## config.mk

```make
export PLATFORM = sky130hd
export DESIGN_NAME = bit_serializer
export DESIGN_NICKNAME = d
export VERILOG_FILES = /design/src/rtl/bit_serializer.sv
export SDC_FILE = /design/constraint.sdc
export NUM_CORES = 1
export LEC_CHECK = 0
export ABC_AREA = 1
export BUFFER_PORTS_ARGS = -buffer_cell sky130_fd_sc_hd__buf_2
export CAP_MARGIN = 20
export CORE_UTILIZATION = 50
export CTS_BUF_LIST = sky130_fd_sc_hd__clkbuf_2 sky130_fd_sc_hd__clkbuf_4 sky130_fd_sc_hd__clkbuf_8
export DETAILED_ROUTE_END_ITERATION = 10
export GPL_TIMING_DRIVEN = 0
export PLACE_DENSITY = 0.76
export SYNTH_ARGS = -nofsm -noshare
export SYNTH_HDL_FRONTEND = slang
export SYNTH_SLANG_ARGS = --single-unit
```

## constraint.sdc

```tcl
create_clock -name clk -period 1.6 [get_ports clk]
set_input_delay 0.08 -clock clk [delete_from_list [all_inputs] [get_ports clk]]
set_output_delay 0.08 -clock clk [all_outputs]
set_load 0.05 [all_outputs]
```

## src/rtl/bit_serializer.sv

```systemverilog
// -----------------------------------------------------------------------------
// bit_serializer
//
// Parallel-to-serial front end for the serial pattern detectors. Words arrive
// through a valid/ready handshake and leave one bit per clock on a single
// serial line. A shift register plus one holding register let consecutive
// words stream with no idle cycle between them.
//
// Parameters:
//   WIDTH      - bits per word (>= 2)
//   MSB_FIRST  - 1: bit WIDTH-1 leaves first, 0: bit 0 leaves first
//   IDLE_LEVEL - level driven on out while no word is being shifted
//
// Ports:
//   clk        in   rising-edge clock
//   reset      in   asynchronous, active-high reset
//   data_in    in   parallel word to transmit (WIDTH bits)
//   load_valid in   data_in is valid
//   load_ready out  a word can be accepted this cycle
//   out        out  serial bit stream
//   out_valid  out  out carries a data bit this cycle
//   busy       out  a word sits in the shift or holding register
//   done       out  high while the last bit of a word is on out
//
// All outputs come straight from flops. Their next values are derived from the
// next-state values of the datapath, so they line up with the bit that the
// shift register presents after the same edge.
// -----------------------------------------------------------------------------
module bit_serializer #(
    parameter int WIDTH      = 8,
    parameter bit MSB_FIRST  = 1'b1,
    parameter bit IDLE_LEVEL = 1'b0
) (
    input  logic             clk,
    input  logic             reset,
    input  logic [WIDTH-1:0] data_in,
    input  logic             load_valid,
    output logic             load_ready,
    output logic             out,
    output logic             out_valid,
    output logic             busy,
    output logic             done
);

    localparam int CW = (WIDTH > 2) ? $clog2(WIDTH) : 1;
    localparam logic [CW-1:0] CNT_LAST = CW'(WIDTH - 1);

    typedef enum logic [0:0] {
        ST_IDLE  = 1'b0,
        ST_SHIFT = 1'b1
    } state_t;

    // Registers
    state_t           r_state;
    logic [WIDTH-1:0] r_sr;
    logic [CW-1:0]    r_cnt;
    logic [WIDTH-1:0] r_hr;
    logic             r_hr_full;

    logic             r_out;
    logic             r_out_valid;
    logic             r_busy;
    logic             r_done;
    logic             r_load_ready;

    // Next-state / combinational wires
    state_t           w_state_nxt;
    logic [WIDTH-1:0] w_sr_nxt;
    logic [CW-1:0]    w_cnt_nxt;
    logic [WIDTH-1:0] w_hr_nxt;
    logic             w_hr_full_nxt;
    logic             w_accept;

    logic             w_out_nxt;
    logic             w_out_valid_nxt;
    logic             w_busy_nxt;
    logic             w_done_nxt;
    logic             w_load_ready_nxt;

    // Bit currently presented by a shift register image.
    function automatic logic f_head_bit(input logic [WIDTH-1:0] sr);
        if (MSB_FIRST) begin
            return sr[WIDTH-1];
        end else begin
            return sr[0];
        end
    endfunction

    // Shift register image after moving one bit toward the output end.
    function automatic logic [WIDTH-1:0] f_shift(input logic [WIDTH-1:0] sr);
        if (MSB_FIRST) begin
            return {sr[WIDTH-2:0], 1'b0};
        end else begin
            return {1'b0, sr[WIDTH-1:1]};
        end
    endfunction

    // load_ready is the registered copy of ~hr_full, so acceptance uses it.
    assign w_accept = load_valid & r_load_ready;

    // FSM state register.
    always_ff @(posedge clk or posedge reset) begin
        if (reset) begin
            r_state <= ST_IDLE;
        end else begin
            r_state <= w_state_nxt;
        end
    end

    // Next-state and datapath next values.
    always_comb begin
        w_state_nxt   = r_state;
        w_sr_nxt      = r_sr;
        w_cnt_nxt     = r_cnt;
        w_hr_nxt      = r_hr;
        w_hr_full_nxt = r_hr_full;
        unique case (r_state)
            ST_IDLE: begin
                if (w_accept) begin
                    // Holding register is empty in IDLE: go straight to SR.
                    w_sr_nxt    = data_in;
                    w_cnt_nxt   = CNT_LAST;
                    w_state_nxt = ST_SHIFT;
                end else begin
                    w_state_nxt = ST_IDLE;
                end
            end
            ST_SHIFT: begin
                if (r_cnt != {CW{1'b0}}) begin
                    w_sr_nxt  = f_shift(r_sr);
                    w_cnt_nxt = r_cnt - CW'(1);
                    if (w_accept) begin
                        w_hr_nxt      = data_in;
                        w_hr_full_nxt = 1'b1;
                    end else begin
                        w_hr_full_nxt = r_hr_full;
                    end
                end else if (r_hr_full) begin
                    // Last bit: buffered word wins; load_ready was low, so
                    // no new word can arrive on this edge.
                    w_sr_nxt      = r_hr;
                    w_hr_full_nxt = 1'b0;
                    w_cnt_nxt     = CNT_LAST;
                end else if (w_accept) begin
                    // Last bit with an empty buffer: new word follows gaplessly.
                    w_sr_nxt  = data_in;
                    w_cnt_nxt = CNT_LAST;
                end else begin
                    w_state_nxt = ST_IDLE;
                end
            end
            default: begin
                w_state_nxt   = ST_IDLE;
                w_hr_full_nxt = 1'b0;
            end
        endcase
    end

    // Output next values, derived from the post-edge datapath.
    always_comb begin
        w_out_nxt        = IDLE_LEVEL;
        w_out_valid_nxt  = 1'b0;
        w_done_nxt       = 1'b0;
        w_busy_nxt       = w_hr_full_nxt;
        w_load_ready_nxt = ~w_hr_full_nxt;
        unique case (w_state_nxt)
            ST_SHIFT: begin
                w_out_nxt       = f_head_bit(w_sr_nxt);
                w_out_valid_nxt = 1'b1;
                w_done_nxt      = (w_cnt_nxt == {CW{1'b0}});
                w_busy_nxt      = 1'b1;
            end
            ST_IDLE: begin
                w_out_nxt       = IDLE_LEVEL;
                w_out_valid_nxt = 1'b0;
                w_done_nxt      = 1'b0;
            end
            default: begin
                w_out_nxt       = IDLE_LEVEL;
                w_out_valid_nxt = 1'b0;
                w_done_nxt      = 1'b0;
            end
        endcase
    end

    // Datapath registers: shift register, counter, holding register.
    always_ff @(posedge clk or posedge reset) begin
        if (reset) begin
            r_sr      <= {WIDTH{1'b0}};
            r_cnt     <= {CW{1'b0}};
            r_hr      <= {WIDTH{1'b0}};
            r_hr_full <= 1'b0;
        end else begin
            r_sr      <= w_sr_nxt;
            r_cnt     <= w_cnt_nxt;
            r_hr      <= w_hr_nxt;
            r_hr_full <= w_hr_full_nxt;
        end
    end

    // Output registers; reset forces them idle without waiting for an edge.
    always_ff @(posedge clk or posedge reset) begin
        if (reset) begin
            r_out        <= IDLE_LEVEL;
            r_out_valid  <= 1'b0;
            r_busy       <= 1'b0;
            r_done       <= 1'b0;
            r_load_ready <= 1'b1;
        end else begin
            r_out        <= w_out_nxt;
            r_out_valid  <= w_out_valid_nxt;
            r_busy       <= w_busy_nxt;
            r_done       <= w_done_nxt;
            r_load_ready <= w_load_ready_nxt;
        end
    end

    assign out        = r_out;
    assign out_valid  = r_out_valid;
    assign busy       = r_busy;
    assign done       = r_done;
    assign load_ready = r_load_ready;

endmodule

```

-- Word level (Yosys, flattened, before mapping)
Index checks and enable logic that the tools add are counted.
- register bits: 26
- bits in latches: 0
- RAM bits: 0
- memory bits (read-only): 0
- input port bits: 11
- output and inout port bits: 5
- logic and storage cells: 37
- memories kept: 0
- add/sub/neg operators: 1
- multipliers: 0
- div/mod/pow operators: 0
- $lt $le $gt $ge: 0
- equal/unequal tests: 0
- shifts and indexed selects: 0
- multiplexer cells: 19
- bitwise operators: 4
- reductions and logical operators: 3
- operators with widths (kind ; number):
    two-way mux 8 bit ; 3
    case mux 8 bit (2 select lines) ; 1
    two-way mux 3 bit ; 3
    case mux 1 bit (2 select lines) ; 4
    two-way mux 1 bit ; 7
    case mux 3 bit (2 select lines) ; 1
    zero test 3 bit ; 1
    inverter 1 bit ; 3
    AND reduction 3 bit ; 1
    nonzero test 3 bit ; 1
    subtractor 3 x 1 -> 3 bit (second input constant) ; 1
    AND 1 bit ; 1

-- Depth between registers and ports, before layout
- word-level depth: 7
- gate-level depth with buffers: 8

-- Worst setup path after synthesis
OpenSTA, ideal clock, no wires.
- path type: register to register
- start point: register r_load_ready (netlist: load_ready)
- end point: register r_hr[7]
- arrival: 1.343 ns
- slack: 0.132 ns
- cell stages (with the launch flop): 8
- buffers on the path: 0
- clock period less this slack: 1.468 ns
- cells stage by stage: dfstp_2 > nand2_1 > nor2_1 > inv_2 > nor2_4 > inv_2 > nand2_1 > o21ai_1
- longest elaborated chain between the ends: 2
- ends and longest elaborated chain (what ; line ; RTL):
    start: declaration ; 64 ; logic r_load_ready;
    start signal: assignment ; 214 ; r_load_ready <= w_load_ready_nxt;
    AND 1 bit ; 99 ; assign w_accept = load_valid & r_load_ready;
    AND reduction 3 bit (no line) ; n/a ;
    end signal: assignment ; 191 ; r_hr <= {WIDTH{1'b0}};
    end signal: assignment ; 196 ; r_hr <= w_hr_nxt;
    end: declaration ; 57 ; logic [WIDTH-1:0] r_hr;
Every way passes these cells.
A chain may end at the register's enable or synchronous reset.

-- Final worst setup path
- start point: register r_cnt[0]
- end point: register r_out (netlist: out)
- longest elaborated chain between the ends: 5
- ends and longest elaborated chain (what ; line ; RTL):
    start: declaration ; 56 ; logic [CW-1:0] r_cnt;
    start signal: assignment ; 190 ; r_cnt <= {CW{1'b0}};
    start signal: assignment ; 195 ; r_cnt <= w_cnt_nxt;
    nonzero test 3 bit * ; 129 ; if (r_cnt != {CW{1'b0}}) begin
    two-way mux 1 bit ; 129 ;
    case mux 1 bit (2 select lines) ; 117 ; unique case (r_state)
    inverter 1 bit ; 166 ; unique case (w_state_nxt)
    case mux 1 bit (2 select lines) * ; 166 ;
    net w_out_nxt ; 74 ; logic w_out_nxt;
    end signal: assignment ; 210 ; r_out <= w_out_nxt;
    end: declaration ; 60 ; logic r_out;
Mark *: on every way through the listed nets, which the timed path passes. The rest lies on a longest branch.

==> flow_summary_export.csv <==
group,metric,value,unit
yosys,synthAdderAreaFrac,0.0218,
yosys,synth_compound_area_frac,0.100,
power_and_ir_drop,power_density,1880,nW/um^2
placed_design,place_congestion,0.871,
sta,hold_violations,0,
yosys,synthCells,141,
critical_path,rr_startpoint,"r_cnt[0]",
final_layout,final_net_count,176,
critical_path,cp-end-kind,"flip-flop",
clocking,cts.sinks,25,
run,maxCapViolCount,0,
critical_path,r2r-end,"out",
final_layout,area_delta_synth_final,15.4,%
worst_hold_path,holdPathEnd,"r_hr[2]",
grt,overflow,0,
clocking,cts.htree.levels,1,
clocking,numCtsBuffers,3,
final_layout,num_antenna_cells,0,
grt,grt_pass1_wl,3820,um
sta,period_minus_slack,1.48,ns
power_and_ir_drop,max-vdd-ir-drop,1580,uV
grt,grt_pass1_vias,885,
worst_hold_path,holdCritPathClass,"in2reg",
sta,fin_skew,0.00240,ns
floorplan,die_area,2490,um^2
critical_path,worstPathArrival,1.69,ns
detailed_routing,wl,2250,um
final_layout,drive_gt1_frac,0.198,
clocking,cts_tree,"yes",
critical_path,crit_path_top_delay_cell,"dfrtp_1",
critical_path,start_kind,"flip-flop",
critical_path,cp_max_fo,8,
placed_design,portBuffers,15,
sta,slew_violations,0,
final_layout,finish.utilization,0.642,
critical_path,cp.required,1.81,ns
yosys,ys_types,18,
yosys,synth_xor_area_frac,0,
floorplan,core_area,2060,um^2
detailed_routing,postRouteAntennaNets,0,
placed_design,dpl.hpwl,1690,um
grt,grt_start_max_net_pins,26,
floorplan,fp.dieH,49.9,um
yosys,yosys.area_share.simple,0.258,
sta,tns,0,ns
detailed_routing,dr.first_iter.drc_count,16,
grt,antenna_found_initial,0,
critical_path,crit_type,"reg2reg",
floorplan,ioPinCount,16,
critical_path,r2r_setup_slack,0.12,ns
critical_path,critical-path-top-delay-family,"flip-flops",
clocking,clk_pin_slew,0.13,ns
floorplan,rows,16,
critical_path,crit_path_frequent_cell,"nand2_2",
clocking,cts_max_path_buffers,2,
detailed_routing,wl_per_cell,11.9,um
yosys,synthesis.area,1150,um^2
yosys,synth.avg_cell_area,8.14,um^2
power_and_ir_drop,p_leak,0.685,nW
yosys,ys_warn_count,0,
run_status,run_status,"complete, no violations",
floorplan,start_util,0.556,
yosys,synthMuxAreaShare,0,
critical_path,cp_cell_sequence,"inv_1 -> ha_1 -> nand2_2 -> nand2_4 -> nand2_2 -> o21ai_1 -> nor2_1",
yosys,synth_top_family_by_area,"simple AND/OR/NAND/NOR gates",
critical_path,max_stage_delay,0.43,ns
sta,worstMarginPinSlew,0.915,ns
critical_path,worst-path-buf-inv,1,
sta,fin_crit_sh,0.923,
clocking,clk-insertion-delay-late,0.31,ns
sta,hold-worst-slack,0.0108,ns
grt,grt_use_total,0.206,
critical_path,ff2ff_path_depth,7,
yosys,syn_nets,154,
sta,relSlewSlack,0.390,
worst_hold_path,whs_path_depth,3,
detailed_routing,vias_per_cell,5.04,
detailed_routing,drc,0,
sta,rsz0062_at_grt,"false",
clocking,cts.root.buffer_cell,"clkbuf_4",
yosys,synth_seq_area_share,0.546,
worst_hold_path,min_from,"data_in[2]",
final_layout,final_common_cell,"nand2_1",
sta,finalSetupViolCount,0,
floorplan,die_x,49.9,um
detailed_routing,num_vias,953,
sta,max_freq,677,MHz
detailed_routing,dr.pass1.iters,4,
final_layout,layout_common_cells,"39 x nand2_1, 24 x dfrtp_1, 17 x inv_1",
yosys,synth_seq_cells,25,
==> stage by stage <==
step	power, mW	cells	setup WS, ns	area (um^2)
floorplan	1.89	141	0.132	1150
global placement	2.10	183	0.129	1260
detailed placement	2.17	183	0.0843	1260
CTS	2.45	189	0.0648	1310
global route	2.70	189	0.00868	1320
finish	2.49	189	0.123	1320
==> flip-flops by register name, summed over array words and instances, names as in the netlist <==
name / flops
out_valid: 1
r_sr: 8
r_hr_full: 1
load_ready: 1
out: 1
done: 1
r_cnt: 3
r_hr: 8
busy: 1
==> synth_stat cells (all sizes together) <==
cell type   n  area, um^2
nand4       1        6.26
o211ai      2        15.0
inv        21        78.8
nor3        1        5.00
nand2      42         165
dfrtp      24         601
buf         1        5.00
a21oi       7        35.0
dfstp       1        26.3
ha          2        25.0
nor2       18        80.1
nand3       8        40.0
o21ai      13        65.1
==> what timing repair did <==
action                                  CTS  global route
buffers inserted                          0             0
resized for setup                         0             5
endpoints found under the setup margin    0            16
hold buffers                              2             0
hold endpoints to repair                 25             0
==> tightest hold or removal path, delay by kind of cell <==
| kind | cells | cell delay, ns |
|---|---|---|
| compound gates | 1 | 0.07 |
| buf+inv | 2 | 0.14 |
==> worst max path at each step <==
stage / start / end / depth (start not counted)
after global placement: r_cnt[0] / r_cnt[1] / 7
after detailed placement: r_cnt[0] / r_sr[0] / 8
after CTS: r_cnt[0] / r_sr[0] / 8
after floorplan: load_ready / r_hr[7] / 7
final: r_cnt[0] / out / 7
after global routing: r_cnt[0] / r_sr[0] / 8
==> power breakdown <==
group          leakage [nW]  total [mW]  switching [mW]  internal [mW]
combinational         0.363        1.15           0.800          0.351
sequential            0.303        1.05           0.146          0.901
clock                0.0184       0.289           0.175          0.114
==> cell type report <==
type,count,area (um^2)
multi-input cells,94,454
clock buffers,4,30.0
fillers,181,738
repair buffers,17,95.1
inverters,21,78.8
flip-flops and latches,25,627
well taps,27,33.8
plain buffers,1,5.00
==> kinds of logic (layout without fill, tap and decap cells) <==
logic type / after synthesis / count (layout)
and+or+nand+nor: 70 / 70
DFF: 25 / 25
AOI/OAI and AO/OA: 22 / 22
buffers and inverters: 22 / 43
adders and majority gates: 2 / 2
==> per-layer routing <==
layer,GRT usage,up-vias,part of all wire
met5,0,-,0
met4,0.0810,0,0.013
met3,0.0216,8,0.032
met2,0.331,22,0.48
met1,0.282,439,0.48
li1,-,484,-
Note: power is estimated with default switching activity, not from simulation.
